`src/rtl/wisc_pkg.sv`:
```
// Shared WISC-16 execute-stage definitions: shift mode encodings, the
// sequential shifter state type and default data-path widths.
package wisc_pkg;

  localparam int DEF_WIDTH = 16;
  localparam int DEF_AMT_W = 4;

  localparam logic MODE_ROR = 1'b0;
  localparam logic MODE_SRL = 1'b1;

  typedef enum logic [1:0] {
    ST_IDLE  = 2'd0,
    ST_SHIFT = 2'd1,
    ST_DONE  = 2'd2
  } state_t;

endpackage : wisc_pkg

```
`src/rtl/rshift_step.sv`:
```
// One-position right step: rotate (ROR) or logical shift (SRL) of the working word.
module rshift_step
  import wisc_pkg::*;
#(
  parameter int WIDTH = DEF_WIDTH
) (
  input  logic [WIDTH-1:0] work,
  input  logic             mode,
  output logic [WIDTH-1:0] stepped
);

  logic fill;

  // NOTE: every signal assigned in always_comb gets a value on every path
  // (here a default first) so no latch is inferred.
  always_comb begin
    fill = work[0];
    if (mode == MODE_SRL) fill = 1'b0;
    stepped = {fill, work[WIDTH-1:1]};
  end

endmodule : rshift_step

```
`src/rtl/seq_rotate_unit.sv`:
```
// Multi-cycle ROR/SRL unit: one bit position per clock, start/busy/done handshake,
// abort for pipeline flush.
module seq_rotate_unit
  import wisc_pkg::*;
#(
  parameter int WIDTH = DEF_WIDTH,
  parameter int AMT_W = DEF_AMT_W
) (
  input  logic             clk,
  input  logic             rst_n,
  input  logic             start,
  input  logic             abort,
  input  logic [WIDTH-1:0] data_in,
  input  logic [AMT_W-1:0] amt,
  input  logic             mode,
  output logic             busy,
  output logic             done,
  output logic [WIDTH-1:0] result
);

  state_t           state;
  logic [WIDTH-1:0] work;
  logic [WIDTH-1:0] work_step;
  logic [AMT_W-1:0] cnt;
  logic             mode_q;
  logic             accept;

  rshift_step #(.WIDTH(WIDTH)) u_step (
    .work    (work),
    .mode    (mode_q),
    .stepped (work_step)
  );

  // Abort outranks start, so a flushed request is never latched.
  assign accept = start && !abort && (state == ST_IDLE || state == ST_DONE);

  // NOTE: sequential state uses non-blocking assignments so every register
  // samples pre-edge values regardless of statement order.
  always_ff @(posedge clk or negedge rst_n) begin
    if (!rst_n) begin
      state  <= ST_IDLE;
      work   <= '0;
      cnt    <= '0;
      mode_q <= 1'b0;
    end else if (abort) begin
      state <= ST_IDLE;
    end else if (accept) begin
      work   <= data_in;
      cnt    <= amt;
      mode_q <= mode;
      state  <= (amt != '0) ? ST_SHIFT : ST_DONE;
    end else begin
      case (state)
        ST_SHIFT: begin
          work <= work_step;
          cnt  <= cnt - 1'b1;
          // Exiting at 1 means cnt never decrements past zero.
          if (cnt == AMT_W'(1)) state <= ST_DONE;
        end
        ST_DONE: state <= ST_IDLE;
        default: state <= ST_IDLE;
      endcase
    end
  end

  assign busy   = (state == ST_SHIFT);
  assign done   = (state == ST_DONE);
  assign result = work;

endmodule : seq_rotate_unit

```
`config.mk`:
```
export PLATFORM = sky130hd
export DESIGN_NAME = seq_rotate_unit
export DESIGN_NICKNAME = d
export VERILOG_FILES = /design/src/rtl/wisc_pkg.sv /design/src/rtl/rshift_step.sv /design/src/rtl/seq_rotate_unit.sv
export SDC_FILE = /design/constraint.sdc
export NUM_CORES = 1
export LEC_CHECK = 0
export CORE_MARGIN = 5
export CORE_UTILIZATION = 47
export DETAILED_ROUTE_END_ITERATION = 10
export GPL_ROUTABILITY_DRIVEN = 0
export PLACE_DENSITY = 0.85
export SLEW_MARGIN = 0
export SYNTH_ARGS = -nofsm -noshare
export SYNTH_HDL_FRONTEND = slang
export SYNTH_SLANG_ARGS = --single-unit
```
`constraint.sdc`:
```
create_clock -name clk -period 3.68 [get_ports clk]
set_input_delay 0.736 -clock clk [delete_from_list [all_inputs] [get_ports clk]]
set_output_delay 0.736 -clock clk [all_outputs]
set_load 0.02 [all_outputs]
```
Word level (Yosys, flattened, before mapping). Index checks and enable logic that the tools add are counted. W data, S select, Z words.

$add $sub $neg: 1. Equality and inequality tests: 4. Multiplexer cells: 10. Bitwise logic cells: 1. Reduce and logical (&&, ||, !) cells: 9.

Operator list (count): $mux W16 (2); $mux W2 (5); $mux W4 (2); $eq A4 B1 Y1 const B (1); $ne A4 B2 Y1 const B (1); $reduce_and A2 Y1 (2); $reduce_bool A4 Y1 (1); $sub A4 B1 Y4 const B (1); $eq A2 B1 Y1 const B (1); $eq A2 B2 Y1 const B (1); $logic_and A1 B1 Y1 (2); $logic_not A2 Y1 (1); $reduce_bool A2 Y1 (1); $logic_not A1 Y1 (1); $logic_or A1 B1 Y1 (1); $mux W1 (1); $not A1 Y1 (1).

Register bits after elaboration: 23. Output and inout bits: 18.

Logic depth before layout (Yosys ltp).
Depth after elaboration: 5. Mapped depth: 5. Mapped depth without buffers: 5.

Modules after synthesis. From an unflattened synthesis, not the netlist that was laid out.

Cells, all modules: 125. Area, all modules: 1297.5 um^2.

By module, submodules not included: seq_rotate_unit (instances 1, cells an instance 108, area an instance 1163.6 um^2, seq. area each 575.6 um^2); rshift_step (instances 1, cells an instance 17, area an instance 133.9 um^2, seq. area each 0.0 um^2).

Worst setup path before layout. OpenSTA, ideal clock, no wires.

Path type: in2reg. Start: input abort. End: register cnt[3]. Library setup time: 137 ps. Arrival time: 1514 ps. Required time: 3543 ps. Setup slack: 2029 ps. Cell stages on the path: 4. Buffers on the path: 1. Path through: or3b_4 -> buf_6 -> o211ai_2 -> o311ai_2.

Cells in the longest elaborated chain, start to end: 5. Elaborated cells on any way between the ends: 7.

Ends and longest elaborated chain: start: declaration (line seq_rotate_unit.sv:12) `input logic abort,`; $logic_not A1 Y1 (line seq_rotate_unit.sv:35) `assign accept = start && !abort && (state == ST_IDLE || state == ST_DONE);`; $logic_and A1 B1 Y1 (2 in a row) (line seq_rotate_unit.sv:35); $reduce_bool A2 Y1 (no source line); $reduce_and A2 Y1 (no source line); end signal: assignment (line seq_rotate_unit.sv:49) `cnt <= amt;`; end signal: assignment (line seq_rotate_unit.sv:56) `cnt <= cnt - 1'b1;`; end: declaration (line seq_rotate_unit.sv:24) `logic [AMT_W-1:0] cnt;`.

Several ways; a longest one is shown, not always the timed one. A chain may end at the register's enable or synchronous reset.

Final worst setup path.
Start: register state[0]. End: output done.

Cells in the longest elaborated chain, start to end: 1.

Ends and longest elaborated chain: start: declaration (line seq_rotate_unit.sv:21) `state_t state;`; start signal: assignment (line seq_rotate_unit.sv:51) `state <= (amt != '0) ? ST_SHIFT : ST_DONE;`; $eq A2 B2 Y1 (line seq_rotate_unit.sv:67) `assign done = (state == ST_DONE);`; end: declaration (line seq_rotate_unit.sv:17) `output logic done,`.

No other way between the ends.

==> run metrics <==
HP Class reg -> reg; final WL 2897 um; switching share of power 37.51%; CTS H-tree lvls 1; Area growth, synth to finish 38.98%; Synth top cells by count a21oi_1 (27), dfrtp_1 (23), nand2_1 (19); die area 3558 um^2; crit path launch type flop; Clock Latency Late Sink 300 ps; Setup Viol. Count Final 0; Max VDD drop 0.4380 mV; Static Leak 0.6914 nW; post-synth top area share 49.68%; post-DP HPWL 2179 um; largest net degree at the start of global routing 24; Slew HR 32.05%; hold buffer count at cts 0; area leader, netlist dfrtp_1; Total GRT Usage 18.12%; Arr. time, crit path 1600 ps; WL/cell 15.01 um; Logic pwr share 44.2%; Clock Skew 3.566 ps; clock sink count 23; vias in the first global route 1176; Pint 0.5882 mW; Psw 0.3531 mW; fillers 207; clock tree buffer depth 2; sequential share of power 43.6%; Ys Warns 0; maximum clock frequency 428.9 MHz; initial antenna violation count 0; grt ovf 0; Final WS setup 1348 ps; Pwr Density 584.6 nW/um^2; clock-pin slew on the worst setup and hold paths 120 ps; die width 59.65 um; DRT iter0 DRCs 43; Routed Antenna Nets 0; status complete, no violations; worst-margin pin slew 1016 ps; most repeated cell in the gate-level netlist after synthesis a21oi_1; Slew Viols, Final 0; Synth Net Count 150; min cycle time layout 2332 ps; total number of vias 1058; Mean Syn Cell Area 9.420 um^2; critical path class reg -> out; synth unique cells 31; global-route wire length before repair 5057 um; TNS Setup 0 ps; post_cts resized 0; # diodes 0; Clock power frac 12.2%; fin crit share 63.36%; TritonRoute pass-1 iters 4; Vias per Instance 5.482; Post-Syn Area 1159 um^2; Hold Vio Cnt, Final 0; asr flop ratio synth 100.0%; Post-CTS Setup Inserts 0; top cells by area, synth dfrtp_1 (50%), a21oi_1 (12%), nand2_1 (6.2%); RSZ-0062 raised after global routing no; CP max FO 9; worst slack, placed 1120 ps; share of layout cells above drive strength 1 6.748%; CTS tree done; row count 18; maximum capacitance violations 0; endpoint type of the worst setup path primary output; DRC 0; number of nets in the layout 191; Starting Density 48.08%; area of the core 2410 um^2; Inserted Clock Buffers 3; Post-Synthesis Cells 123; Yosys reg bits 23; Root Buffer clkbuf_4; sequential area share after synthesis 49.68%; port bufs 42; Crit path required time 2940 ps; I/O Pins 43; EDFF count, synth 0; Main synth FF type dfrtp_1; Die H 59.65 um
## final timing paths
kind                                 startpoint               endpoint  slack, ps  cells after the start
min in group asynchronous                 rst_n     cnt[2]$_DFFE_PN0P_        980                      1
setup / recovery           state[0]$_DFFE_PN0P_                   done       1350                      2
hold / removal               mode_q$_DFFE_PN0P_     mode_q$_DFFE_PN0P_        540                      2
setup reg to reg           state[0]$_DFFE_PN0P_  result[1]$_DFFE_PN0P_       1970                      4
hold reg to reg              mode_q$_DFFE_PN0P_     mode_q$_DFFE_PN0P_        540                      2
max in group asynchronous                 rst_n  result[0]$_DFFE_PN0P_       2090                      1
## layer usage
layer  global-route usage (%)  part of all wire (%)
met1                    21.93                    43
met2                    30.71                    49
met3                    5.616                   7.9
met4                    5.380                  0.79
met5                        0                     0
## power by group through the flow
stage                     clock network (mW)  registers [mW]  logic (mW)
after floorplan                            0           0.476       0.156
after global routing                   0.128           0.423       0.457
after global placement                     0           0.414       0.410
final                                  0.115           0.410       0.416
after CTS                              0.116           0.411       0.423
after detailed placement                   0           0.414       0.422
## metrics by stage
step / hold slack (ps) / instances / utilization (%) / power (mW) / instance area (um^2)
global placement: 492.3 / 189 / 65.73 / 0.8238 / 1584
CTS: 539.1 / 193 / 66.82 / 0.9499 / 1610
global route: 563.1 / 193 / 66.82 / 1.008 / 1610
floorplan: 440.4 / 123 / - / 0.6316 / 1159
detailed placement: 510.5 / 189 / 65.73 / 0.8360 / 1584
finish: 535.6 / 193 / 66.82 / 0.9413 / 1610
## cells in the final DEF, fill, tap and decap left out, drive strengths merged, types with 2 or more instances in the layout
cell / n
nand3: 2
a22oi: 2
a221o: 3
nor3b: 5
nand2: 19
dfrtp: 23
ha: 2
nor2: 16
inv: 2
a21oi: 27
clkdlybuf4s50: 42
or3b: 2
clkbuf: 4
## state kept, by name (all words and copies together) (netlist names)
name and flops:
state 2, cnt 4, mode_q 1, result 16
## cells by family (layout without fill, tap and decap cells)
family          Yosys count  after routing  share of synthesized area (%)
simple gates             51             51                          23.22
compound gates           38             38                          20.84
flops                    23             23                          49.68
buf+inv                   9             49                          4.104
fa+ha+maj                 2              2                          2.159
## final cells by class
type	instances	area, um^2	share of cell area [%]
well taps	30	37.54	2.331
inverters	2	7.507	0.4662
multi-input cells	91	535.5	33.26
repair buffers	43	427.9	26.57
clock buffers	4	26.28	1.632
flip-flops and latches	23	575.6	35.74
## critical path: stages (launching register included)
cell and delay (ps):
dfrtp_1 480, and2b_1 220, clkdlybuf4s50_1 600
Note: power is estimated with default switching activity, not from simulation.
